File: src/rtl/frame_scheduler.sv
// Per-frame sequencer owning the single frame-buffer port: CLEAR, then DRAW, then FLASH
// with the flasher's start/done/acknowledge handshake, paced by a free-running frame timer.
module frame_scheduler #(
   parameter int MEM_BITS    = 15,
   parameter int COLOR_W     = 3,
   parameter int MEM_DEPTH   = 19200,
   parameter int FRAME_TICKS = 833333
) (
   input  logic                Clck,
   input  logic                Reset,
   input  logic                enable,
   input  logic [COLOR_W-1:0]  bg_color,
   output logic                draw_go,
   input  logic                draw_done,
   input  logic [MEM_BITS-1:0] draw_addr,
   input  logic [COLOR_W-1:0]  draw_data,
   input  logic                draw_we,
   output logic                flash_go,
   input  logic                flash_done,
   output logic                flash_ack,
   input  logic [MEM_BITS-1:0] flash_addr,
   output logic [MEM_BITS-1:0] mem_addr,
   output logic [COLOR_W-1:0]  mem_wdata,
   output logic                mem_we,
   output logic                busy,
   output logic [15:0]         frame_count,
   output logic                overrun
);

   localparam int TICK_W = (FRAME_TICKS > 1) ? $clog2(FRAME_TICKS) : 1;
   localparam logic [TICK_W-1:0]   TICK_LAST  = TICK_W'(FRAME_TICKS - 1);
   localparam logic [MEM_BITS-1:0] CLEAR_LAST = MEM_BITS'(MEM_DEPTH - 1);

   typedef enum logic [2:0] {
      IDLE,
      CLEAR,
      DRAW,
      FLASH,
      ACK
   } state_t;

   state_t              state;
   state_t              state_nx;
   logic [TICK_W-1:0]   tick_cnt;
   logic                tick_wrap;
   logic                pending;
   logic                start_frame;
   logic [MEM_BITS-1:0] clr_addr;
   logic [COLOR_W-1:0]  bg_latch;

   assign tick_wrap   = (tick_cnt == TICK_LAST);
   assign start_frame = (state == IDLE) && enable && pending;

   // A tick landing on the same edge a frame consumes the old one re-arms pending.
   always_ff @(posedge Clck) begin
      if (!Reset) begin
         tick_cnt <= '0;
         pending  <= 1'b0;
         overrun  <= 1'b0;
      end else begin
         tick_cnt <= tick_wrap ? '0 : tick_cnt + 1'b1;
         if (tick_wrap) begin
            pending <= 1'b1;
            if (pending && !start_frame) begin
               overrun <= 1'b1;
            end
         end else if (start_frame) begin
            pending <= 1'b0;
         end
      end
   end

   always_ff @(posedge Clck) begin
      if (!Reset) begin
         state       <= IDLE;
         clr_addr    <= '0;
         bg_latch    <= '0;
         frame_count <= '0;
      end else begin
         state <= state_nx;
         if (start_frame) begin
            bg_latch <= bg_color;
            clr_addr <= '0;
         end else if (state == CLEAR) begin
            clr_addr <= clr_addr + 1'b1;
         end
         if ((state == ACK) && !flash_done) begin
            frame_count <= frame_count + 16'd1;
         end
      end
   end

   always_comb begin
      state_nx  = state;
      draw_go   = 1'b0;
      flash_go  = 1'b0;
      flash_ack = 1'b0;
      mem_addr  = '0;
      mem_wdata = '0;
      mem_we    = 1'b0;
      busy      = (state != IDLE);
      unique case (state)
         IDLE: begin
            if (start_frame) begin
               state_nx = CLEAR;
            end
         end
         CLEAR: begin
            mem_addr  = clr_addr;
            mem_wdata = bg_latch;
            mem_we    = 1'b1;
            if (clr_addr == CLEAR_LAST) begin
               state_nx = DRAW;
            end
         end
         DRAW: begin
            draw_go   = 1'b1;
            mem_addr  = draw_addr;
            mem_wdata = draw_data;
            mem_we    = draw_we;
            if (draw_done) begin
               state_nx = FLASH;
            end
         end
         FLASH: begin
            flash_go = 1'b1;
            mem_addr = flash_addr;
            if (flash_done) begin
               state_nx = ACK;
            end
         end
         ACK: begin
            flash_ack = 1'b1;
            if (!flash_done) begin
               state_nx = IDLE;
            end
         end
         default: begin
            state_nx = IDLE;
         end
      endcase
   end

endmodule
File: config.mk
export PLATFORM = sky130hd
export DESIGN_NAME = frame_scheduler
export DESIGN_NICKNAME = d
export VERILOG_FILES = /design/src/rtl/frame_scheduler.sv
export SDC_FILE = /design/constraint.sdc
export NUM_CORES = 1
export LEC_CHECK = 0
export CORE_MARGIN = 3
export CORE_UTILIZATION = 50
export CTS_CLUSTER_DIAMETER = 80
export DETAILED_ROUTE_END_ITERATION = 8
export PLACE_DENSITY = 0.82
export SLEW_MARGIN = 30
export SYNTH_ARGS = -nofsm -noshare
export SYNTH_HDL_FRONTEND = slang
export SYNTH_SLANG_ARGS = --single-unit
File: constraint.sdc
create_clock -name Clck -period 5.56 [get_ports Clck]
set_input_delay 1.112 -clock Clck [delete_from_list [all_inputs] [get_ports Clck]]
set_output_delay 1.112 -clock Clck [all_outputs]
set_load 0.005 [all_outputs]
== Word-level counts from Yosys, hierarchy flattened ==
Index checks and enable logic that the tools add are counted.

* Multiplexer cells: 14
* Bitwise logic cells: 1
* Add/sub/neg operators: 3
* Reduce and logical (&&, ||, !) cells: 13
* Eq/ne operators: 11

{| class="wikitable"
|+ Operators with widths
! operator !! count
|-
| $pmux 15 s3 || 1
|-
| $add 20x1->20 const B || 1
|-
| $eq 20x20->1 const B || 1
|-
| $add 16x1->16 const B || 1
|-
| $add 15x1->15 const B || 1
|-
| $eq 15x15->1 const B || 1
|-
| $mux 3 || 5
|-
| $pmux 3 s5 || 1
|-
| $ne 2x2->1 const B || 4
|-
| $eq 3x2->1 const B || 2
|-
| $pmux 3 s2 || 1
|-
| $mux 1 || 5
|-
| $reduce_and 5->1 || 1
|-
| $logic_and 1x1->1 || 4
|-
| $reduce_or 2->1 || 2
|-
| $eq 3x1->1 const B || 1
|-
| $eq 3x3->1 const B || 1
|-
| $logic_not 3->1 || 1
|-
| $reduce_bool 3->1 || 1
|-
| $logic_not 1->1 || 2
|-
| $ne 2x1->1 const B || 1
|-
| $pmux 1 s2 || 1
|-
| $reduce_and 2->1 || 1
|-
| $reduce_bool 2->1 || 1
|-
| $not 1->1 || 1
|}

* Input port bits: 42
* Flip-flop bits (word level): 59
* Logic and storage cells: 49
* Output and inout bits: 40

== Logic depth before layout (Yosys ltp) ==
Gate-level depths: netlist of the first run.

* Depth after elaboration: 6
* Gate-level depth with buffers: 7
* Depth with buffers taken out: 6

== Worst setup path before layout of the first run ==
Ideal clock, no wire load.

* Path kind: input to register
* Start point: in flash_done
* End point: reg frame_count[15]
* Arrival: 2,610 ps
* Buffers on the path: 0
* Library setup time: 70 ps
* Required time: 5,490 ps
* Cell stages on the path: 4
* Slack: 2,880 ps
* Cell sequence: or4b_4 > or4_4 > or3_1 > a21oi_1

* Word-level cells in the longest chain between the ends: 2

{| class="wikitable"
|+ RTL lines
! what !! line !! text
|-
| start: declaration || 19 || <nowiki>input logic flash_done,</nowiki>
|-
| $logic_not 1->1 || -- ||
|-
| $logic_and 1x1->1 || 87 || <nowiki>if ((state == ACK) && !flash_done) begin</nowiki>
|-
| end signal: assignment || 88 || <nowiki>frame_count <= frame_count + 16'd1;</nowiki>
|-
| end: declaration || 26 || <nowiki>output logic [15:0] frame_count,</nowiki>
|}

Every way passes these cells.
A chain may end at the register's enable or synchronous reset.

== Worst setup path in the final report of the first run ==
* Start point: in flash_addr[5]
* End point: out mem_addr[5]

* Word-level cells in the longest chain between the ends: 1

{| class="wikitable"
|+ RTL lines
! what !! line !! text
|-
| start: declaration || 21 || <nowiki>input logic [MEM_BITS-1:0] flash_addr,</nowiki>
|-
| $pmux 15 s3 || 102 || <nowiki>unique case (state)</nowiki>
|-
| end: declaration || 22 || <nowiki>output logic [MEM_BITS-1:0] mem_addr,</nowiki>
|}

Every way passes these cells.

==> results of run 1 <==
metrics by stage:
step | instance area, um2 | total power [mW]
6_report | 4164 | 0.8640
5_1_grt | 4164 | 0.8924
4_1_cts | 4160 | 0.8720
3_5_place_dp | 3959 | 0.4790
3_3_place_gp | 3958 | 0.4783
2_1_floorplan | 3128 | 0.4470
cells by family (layout without fill, tap and decap cells):
logic type | Yosys count | count (layout) | synth area share, %
AND/OR/NAND/NOR | 178 | 178 | 29.32
multiplexers | 18 | 18 | 5.760
flip-flops | 59 | 59 | 37.76
AO/OA/AOI/OAI | 62 | 62 | 12.00
XOR/XNOR | 33 | 33 | 9.240
adder cells (fa/ha/maj) | 4 | 4 | 1.600
buffers and inverters | 31 | 110 | 4.320
worst max-delay path, delay by kind of cell:
kind | cells | cell delay (ns)
compound gates | 1 | 0.12
buf+inv | 2 | 0.90
mux | 1 | 0.23
simple gates | 2 | 0.12
Yosys cell counts, types with 2 or more instances:
cell type   n
and3_1      4
clkbuf_1   17
or4_1       3
a22o_1      3
and4_1      3
nand2b_1    3
o31ai_1     3
nand3_1    16
ha_1        4
nand4_1    14
nor4bb_1    2
a21oi_1    34
mux2i_1    18
nor3b_1     4
xnor2_1    20
or4b_1      2
and2_1      2
nor2_1     71
o21ai_0    12
a21o_1      2
or3_1       9
buf_6       2
dfxtp_1    59
nor4b_1     2
inv_1       9
nor2b_1     2
nand2_1    22
xor2_1     13
nor4_1      6
or4_4       2
nor3_1      7
routing by layer:
metal / GRT usage [%] / part of all wire, % / vias to the layer above
li1: - / - / 1509
met1: 28.67 / 45 / 1367
met2: 35.59 / 47 / 81
met3: 5.922 / 6.4 / 15
met4: 9.209 / 1.9 / 0
met5: 0 / 0 / -
power by group through the flow:
stage / logic, mW / clock network (mW) / registers [mW]
after CTS: 0.0434 / 0.402 / 0.426
after detailed placement: 0.0429 / 0 / 0.436
final: 0.0434 / 0.394 / 0.426
after floorplan: 0.0115 / 0 / 0.436
after global placement: 0.0424 / 0 / 0.436
after global routing: 0.0468 / 0.419 / 0.426
cell type report:
cell class | instances | area, um2
Clock buffer | 9 | 123.9
Tap cell | 75 | 93.84
Sequential cell | 59 | 1182
Multi-Input combinational cell | 295 | 1815
Inverter | 10 | 37.54
Fill cell | 488 | 1827
Timing Repair Buffer | 84 | 833.3
Clock inverter | 7 | 77.57
state kept, by name (all words and copies together), names as in the netlist:
register,count
bg_latch,3
clr_addr,15
frame_count,16
overrun,1
pending,1
state,3
tick_cnt,20
path summary, 6_finish.rpt:
| check | slack [ns] | cells after the start | end |
|---|---|---|---|
| setup / recovery | 1.97 | 6 | mem_addr[5] |
| hold / removal | 0.48 | 2 | bg_latch[1] |
| setup reg to reg | 2.93 | 4 | frame_count[15] |
| hold reg to reg | 0.48 | 2 | bg_latch[1] |
==> metrics.txt, run 1 <==
Final Hold Viols 0; Max stage delay on crit path 0.49 ns; Fmax 278.4 MHz; Sink Count 59; skew final 0.01120 ns; largest net degree at the start of global routing 29; Syn Area/Cell 8.125 um2; Final WS setup 1.968 ns; CTS tree done; Power per Cell Area 207.5 nW/um2; Slew @ Worst Pin 0.7339 ns; Root Buffer clkbuf_8; final design utilization 69.51%; RSZ-0062 raised after global routing false; Seq pwr share 49.3%; Port-buffer cells 81; remaining antenna violation count 0; CP max stage cell clkdlybuf4s50_1; Post-CTS Hold Buffers 0; drt wl/cell 14.77 um; first-pass GRT wire length 13.10 mm; ant diodes 0; CP Class input port to primary output; fin. max-slew vios 0; Sw Pwr 0.2015 mW; Comb power frac 5.0%; Async S/R FF share, synth 0%; Switching Share 23.32%; final worst-path cycle share 64.61%; post-synthesis cell type count 46; Synthesized Nets 431; Ports 82; row count 28; TritonCTS buffer count 9; Post-CTS Setup Bufs 0; initial antenna violation count 0; final-stage net count 505; VDD IR-drop max 0.1576 mV; DRC errors left 0; vias 2972; max cap viols 0; arrival time at the worst endpoint 2.48 ns; Seq cells post-synth 59; status finished, final reports clean; Tmin final 3.592 ns; Clock Latency Late Sink 0.34 ns; Initial Utilization 52.21%; most frequent cells in the layout 81 x clkdlybuf4s50_1, 71 x nor2_1, 58 x dfxtp_1; DR iter-0 viols 149; Die ar. 7241 um2; Top FF cell, synth dfxtp_1; Leak 1.376 nW; synth top area cells dfxtp_1 38%, nor2_1 8.5%, mux2i_1 5.8%, xnor2_1 5.6%, a21oi_1 5.4%; vias in the first global route 2789; area leader, netlist dfxtp_1; post-synth top area share 37.76%; sequential-to-total area share from yosys stat 37.76%; Post-Synthesis Cells 385; setup total negative slack 0 ns; EDFF count, synth 0; endpoints failing setup 0; Die W 85.10 um; crit path launch type input port; clock slew at reported path FFs 0.07 ns; hold slack 0.4774 ns; CTS HTree Levels 3; routability cong. 0.8193; Crit. Startpoint flash_addr[5]; YS warnings 0; Die Ht 85.10 um; drt via density 5.514; Hold Crit Start bg_latch[1]; critical path capture point type primary output; Pint 0.6625 mW; commonest non-fill, non-tap cell in the layout clkdlybuf4s50_1; core area 5991 um2; Clock Power Share 45.6%; Hold Path Class flip-flop to flip-flop; worst-path fanout max 1; share of layout cells above drive strength 1 6.034%; placed cells 523; worst path required time 4.45 ns; Area Overhead vs Synth 33.12%; relative slew slack 50.39%; post_cts resized 0; clock buffer depth 2; Overflow after GRT 0; final WL 7.960 mm; reg2reg start state[2]; crit-path cells clkdlybuf4s50_1 > mux2i_1 > nor2_1 > a21oi_1 > nor2_1 > clkdlybuf4s50_1; post-synthesis cell area 3128 um2; DRT Pass-1 Iters 4; Total GRT Usage 22.36%; Finished Layout Cells 539; Detailed Place HPWL 5.912 mm; Place WS 1.952 ns
No activity file was read; power rests on OpenSTA's default activity.
==> inputs of run 2 (changes only) <==
--- a/config.mk
+++ b/config.mk
@@ -6,10 +6,10 @@
 export NUM_CORES = 1
 export LEC_CHECK = 0
 export CORE_MARGIN = 3
-export CORE_UTILIZATION = 50
+export CORE_UTILIZATION = 44
 export CTS_CLUSTER_DIAMETER = 80
 export DETAILED_ROUTE_END_ITERATION = 8
-export PLACE_DENSITY = 0.82
+export PLACE_DENSITY = 0.76
 export SLEW_MARGIN = 30
 export SYNTH_ARGS = -nofsm -noshare
 export SYNTH_HDL_FRONTEND = slang
==> constraint.sdc (replaced) <==
create_clock -name Clck -period 2.95 [get_ports Clck]
set_input_delay 0.59 -clock Clck [delete_from_list [all_inputs] [get_ports Clck]]
set_output_delay 0.59 -clock Clck [all_outputs]
set_load 0.005 [all_outputs]
==> metrics.txt, run 2 (synthesis gave the netlist of run 1 again) <==
status finished, final reports clean (unchanged); Ports 82 (unchanged); Die Ht 90.32 um (was 85.10 um); CTS HTree Levels 3 (unchanged); largest net degree at the start of global routing 23 (was 29); critical path capture point type primary output (unchanged); Post-CTS Hold Buffers 0 (unchanged); post-layout instance area 4240 um2 (was 4164 um2); Clock Power Share 46.9% (was 45.6%); share of layout cells above drive strength 1 6.809% (was 6.034%); vias 3014 (was 2972); crit path launch type flip-flop (was input port); Final WS setup 0.2737 ns (was 1.968 ns); relative slew slack 49.57% (was 50.39%); final WL 7.957 mm (was 7.960 mm); hold slack 0.4668 ns (was 0.4774 ns); fin. max-slew vios 0 (unchanged); Comb power frac 5.0% (about the same); CP Class flip-flop to primary output (was input port to primary output); Total GRT Usage 19.99% (was 22.36%); initial antenna violation count 0 (unchanged); Initial Utilization 45.79% (was 52.21%); Place WS 0.2803 ns (was 1.952 ns); number of flip-flops in the largest register 20 (unchanged); DRT Pass-1 Iters 4 (unchanged); biggest regs tick_cnt: 20 flops, frame_count: 16 flops, clr_addr: 15 flops (unchanged); Port-buffer cells 81 (unchanged); row count 30 (was 28); Slew @ Worst Pin 0.7460 ns (was 0.7339 ns); remaining antenna violation count 0 (unchanged); Root Buffer clkbuf_8 (unchanged); final-stage net count 511 (was 505); ant diodes 0 (unchanged); Sw Pwr 0.3471 mW (was 0.2015 mW); worst path required time 2.36 ns (was 4.45 ns); Switching Share 20.76% (was 23.32%); TritonCTS buffer count 9 (unchanged); Placed Area 4029 um2 (was 3959 um2); Detailed Place HPWL 5.911 mm (was 5.912 mm); routability cong. 0.8346 (was 0.8193); Post-CTS Setup Bufs 0 (unchanged); DR iter-0 viols 156 (was 149); Hold Path Class flip-flop to flip-flop (unchanged); drt via density 5.325 (was 5.514); Sink Count 59 (unchanged); skew final 0.008414 ns (was 0.01120 ns); clock slew at reported path FFs 0.07 ns (about the same); max cap viols 0 (unchanged); setup total negative slack 0 ns (unchanged); vias in the first global route 2844 (was 2789); Clock Latency Late Sink 0.34 ns (about the same); arrival time at the worst endpoint 2.09 ns (was 2.48 ns); Tmin final 2.676 ns; clock buffer depth 2 (unchanged); Pint 1.325 mW (was 0.6625 mW); Die ar. 8157 um2 (was 7241 um2); Leak 1.415 nW (was 1.376 nW); DRC errors left 0 (unchanged); Final Hold Viols 0 (unchanged); Area Overhead vs Synth 35.56% (was 33.12%); Die W 90.32 um (was 85.10 um); CTS tree done (unchanged); Fill cells 613 (was 488); VDD IR-drop max 0.2941 mV (was 0.1576 mV); commonest non-fill, non-tap cell in the layout clkdlybuf4s50_1 (unchanged); worst-path fanout max 11 (was 1); Seq pwr share 48.1% (was 49.3%); RSZ-0062 raised after global routing false (unchanged); endpoints failing setup 0 (unchanged); drt wl/cell 14.06 um (was 14.77 um); Fmax 373.7 MHz; Overflow after GRT 0 (unchanged); first-pass GRT wire length 13.40 mm (was 13.10 mm); core area 6832 um2 (was 5991 um2); Power per Cell Area 394.3 nW/um2 (was 207.5 nW/um2); Most flops, register tick_cnt (unchanged); post_cts resized 0 (unchanged); final worst-path cycle share 90.72%; most frequent cells in the layout 81 x clkdlybuf4s50_1, 71 x nor2_1, 59 x dfxtp_1 (was 81 x clkdlybuf4s50_1, 71 x nor2_1, 58 x dfxtp_1)
-- run 2: critical path: stages (launching register included) --
cell and delay, ns:
dfxtp_1 0.41, nor2b_1 0.17, nor2b_1 0.42, a22o_1 0.25, clkdlybuf4s50_1 0.51
-- run 2: power groups by stage --
stage               Sequential, mW  Combinational (mW)  Clock [mW]
floorplan                    0.821              0.0216           0
CTS                          0.804              0.0838       0.800
detailed placement           0.822              0.0827           0
finish                       0.804              0.0833       0.785
global placement             0.822              0.0819           0
global route                 0.804              0.0906       0.841
-- run 2: final timing paths --
check | to | start | slack, ns | cells past startpoint
min reg2reg | overrun | overrun | 0.47 | 2
max | mem_wdata[0] | state[0] | 0.27 | 4
min | overrun | overrun | 0.47 | 2
max reg2reg | tick_cnt[6] | tick_cnt[7] | 0.70 | 4
-- run 2: metrics by stage --
| stage | instances | power (mW) | util, % |
|---|---|---|---|
| floorplan | 385 | 0.8425 | - |
| global placement | 550 | 0.9037 | 58.97 |
| detailed placement | 550 | 0.9045 | 58.97 |
| CTS | 566 | 1.687 | 62.01 |
| global route | 566 | 1.736 | 62.07 |
| finish | 566 | 1.672 | 62.07 |
-- run 2: per-layer routing --
metal | GRT usage, % | vias to the layer above | routed length (um)
met3 | 5.583 | 16 | 443
met2 | 31.24 | 80 | 3731
met1 | 25.53 | 1400 | 3607
met4 | 9.311 | 0 | 174
li1 | - | 1518 | -
met5 | 0 | - | 0
-- run 2: layout make-up --
cell class | count | area, um2 | area share [%]
Clock inverter | 6 | 80.08 | 1.888
Timing Repair Buffer | 90 | 878.3 | 20.71
Clock buffer | 10 | 127.6 | 3.010
Tap cell | 96 | 120.1 | 2.833
Inverter | 10 | 37.54 | 0.8852
Multi-Input combinational cell | 295 | 1815 | 42.81
Sequential cell | 59 | 1181 | 27.85
==> inputs of run 3 (changes only) <==
--- a/config.mk
+++ b/config.mk
@@ -8,8 +8,9 @@
 export CORE_MARGIN = 3
 export CORE_UTILIZATION = 44
 export CTS_CLUSTER_DIAMETER = 80
+export CTS_CLUSTER_SIZE = 25
 export DETAILED_ROUTE_END_ITERATION = 8
-export PLACE_DENSITY = 0.76
+export PLACE_DENSITY_LB_ADDON = 0.3
 export SLEW_MARGIN = 30
 export SYNTH_ARGS = -nofsm -noshare
 export SYNTH_HDL_FRONTEND = slang
==> metrics.txt, run 3 (synthesis gave the netlist of run 1 again) <==
status finished, final reports clean (unchanged); Initial Utilization 45.79% (unchanged); critical path capture point type primary output (unchanged); Die ar. 8157 um2 (unchanged); CP max stage cell dfxtp_1 (was clkdlybuf4s50_1); largest net degree at the start of global routing 23 (unchanged); Critical path buffers and inverters 1 (unchanged); relative slew slack 49.52% (was 49.57%); Slew @ Worst Pin 0.7564 ns (was 0.7460 ns); skew final 0.008969 ns (was 0.008414 ns); Total GRT Usage 20.13% (was 19.99%); hold slack 0.4752 ns (was 0.4668 ns); Max stage delay on crit path 0.56 ns (was 0.51 ns); initial antenna violation count 0 (unchanged); VDD IR-drop max 0.2583 mV (was 0.2941 mV); drt wl/cell 14.30 um (was 14.06 um); Cells on Worst Hold Path 2 (unchanged); Fill cells 619 (was 613); endpoints failing setup 0 (unchanged); final-stage net count 510 (was 511); Top Family by Delay on Critical Path flip-flops (was simple AND/OR/NAND/NOR gates); final WL 8.081 mm (was 7.957 mm); Overflow after GRT 0 (unchanged); Finished Layout Cells 565 (was 566); vias in the first global route 2807 (was 2844); crit-path cells nor2b_1 > nor2b_2 > a22o_1 > clkdlybuf4s50_1 (was nor2b_1 > nor2b_1 > a22o_1 > clkdlybuf4s50_1); routability cong. 0.8880 (was 0.8346); Die W 90.32 um (unchanged); row count 30 (unchanged); Ports 82 (unchanged); Sink Count 59 (unchanged); Area Overhead vs Synth 36.08% (was 35.56%); Hold Crit Start overrun (unchanged); Worst R2R Path Depth 4 (unchanged); RSZ-0062 raised after global routing false (unchanged); Leak 1.406 nW (was 1.415 nW); setup total negative slack 0 ns (unchanged); Final Hold Viols 0 (unchanged); arrival time at the worst endpoint 2.10 ns (was 2.09 ns); Reg2Reg Setup Slack 0.68 ns (was 0.70 ns); max cap viols 0 (unchanged); drt via density 5.317 (was 5.325); core area 6832 um2 (unchanged); reg2reg end tick_cnt[3] (was tick_cnt[6]); DRC errors left 0 (unchanged); first-pass GRT wire length 13.46 mm (was 13.40 mm); most frequent cells in the layout 81 x clkdlybuf4s50_1, 71 x nor2_1, 59 x dfxtp_1 (unchanged); Power per Cell Area 400.2 nW/um2 (was 394.3 nW/um2); CTS tree done (unchanged); worst-path fanout max 11 (unchanged); clock buffer depth 2 (unchanged); Detailed Place HPWL 5.979 mm (was 5.911 mm); CTS HTree Levels 3 (unchanged); reg2reg start tick_cnt[7] (unchanged); Stages on worst setup path 4 (unchanged); commonest non-fill, non-tap cell in the layout clkdlybuf4s50_1 (unchanged); crit path launch type flip-flop (unchanged); TritonCTS buffer count 9 (unchanged); Clock Latency Late Sink 0.34 ns (about the same); Most flops, register tick_cnt (unchanged); Hold Path Class flip-flop to flip-flop (unchanged); ant diodes 0 (unchanged); worst hold endpoint overrun (unchanged); Port-buffer cells 81 (unchanged); vias 3004 (was 3014); Fmax 372.1 MHz (was 373.7 MHz); placed cells 549 (was 550); biggest regs tick_cnt: 20 flops, frame_count: 16 flops, clr_addr: 15 flops (unchanged); worst path required time 2.36 ns (about the same); DRT Pass-1 Iters 4 (unchanged); clock slew at reported path FFs 0.07 ns (about the same); Root Buffer clkbuf_8 (unchanged); number of flip-flops in the largest register 20 (unchanged); share of layout cells above drive strength 1 6.823% (was 6.809%); Die Ht 90.32 um (unchanged); fin. max-slew vios 0 (unchanged); Post-CTS Hold Buffers 0 (unchanged); CP Class flip-flop to primary output (unchanged); remaining antenna violation count 0 (unchanged); DR iter-0 viols 128 (was 156); final worst-path cycle share 91.09% (was 90.72%); Tmin final 2.687 ns (was 2.676 ns)
-- run 3: changes by cell type in the layout (fill, tap and decap cells not counted), sizes merged --
cell,previous run,this run
buf,9,8
clkinv,5,2
clkinvlp,0,2
inv,9,10
-- run 3: routing by layer --
layer	up-vias	global-route usage (%)	wire, um
met5	-	0	0
met2	72	30.93	3656
met4	0	8.801	147
met1	1402	27.45	3888
met3	12	3.917	388
li1	1518	-	-
-- run 3: final cells by class --
type,instances,area (um2),share of cell area [%]
Multi-Input combinational cell,295,1818,42.71
Sequential cell,59,1181,27.75
Timing Repair Buffer,89,883.3,20.75
Clock buffer,10,127.6,2.998
Tap cell,96,120.1,2.822
Clock inverter,6,88.84,2.087
Inverter,10,37.54,0.8818
-- run 3: power by group --
| group | switching [mW] | internal, mW | total [mW] |
|---|---|---|---|
| Sequential | 0.00412 | 0.800 | 0.804 |
| Combinational | 0.0270 | 0.0551 | 0.0821 |
| Clock | 0.341 | 0.477 | 0.818 |
-- run 3: worst register-to-register path, stage by stage, from the launching register on --
cell     delay [ns]
dfxtp_1        0.36
or4b_1         0.54
or4_4          0.52
o31ai_4        0.60
nor2_1         0.11
-- run 3: worst max path at each step --
stage | from | endpoint | slack, ns
floorplan | flash_done | frame_count[15] | 0.79
global placement | flash_done | frame_count[15] | 0.24
detailed placement | flash_done | frame_count[13] | 0.19
CTS | state[1] | mem_wdata[2] | 0.13
global route | state[1] | mem_wdata[1] | 0.10
finish | state[1] | mem_wdata[0] | 0.26
-- run 3: per-stage QoR --
step	utilization, %	total power [mW]	cell area (um2)	setup WS (ns)
detailed placement	59.05	0.9039	4034	0.1918
floorplan	-	0.8425	3128	0.7920
CTS	62.22	1.716	4250	0.1268
finish	62.31	1.704	4257	0.2627
global placement	59.05	0.9028	4034	0.2425
global route	62.31	1.759	4257	0.1024
-- run 3: timing repair --
action,4_1_cts,5_1_grt
endpoints found under the setup margin,0,3
gates resized for setup,0,1
setup buffers,0,0
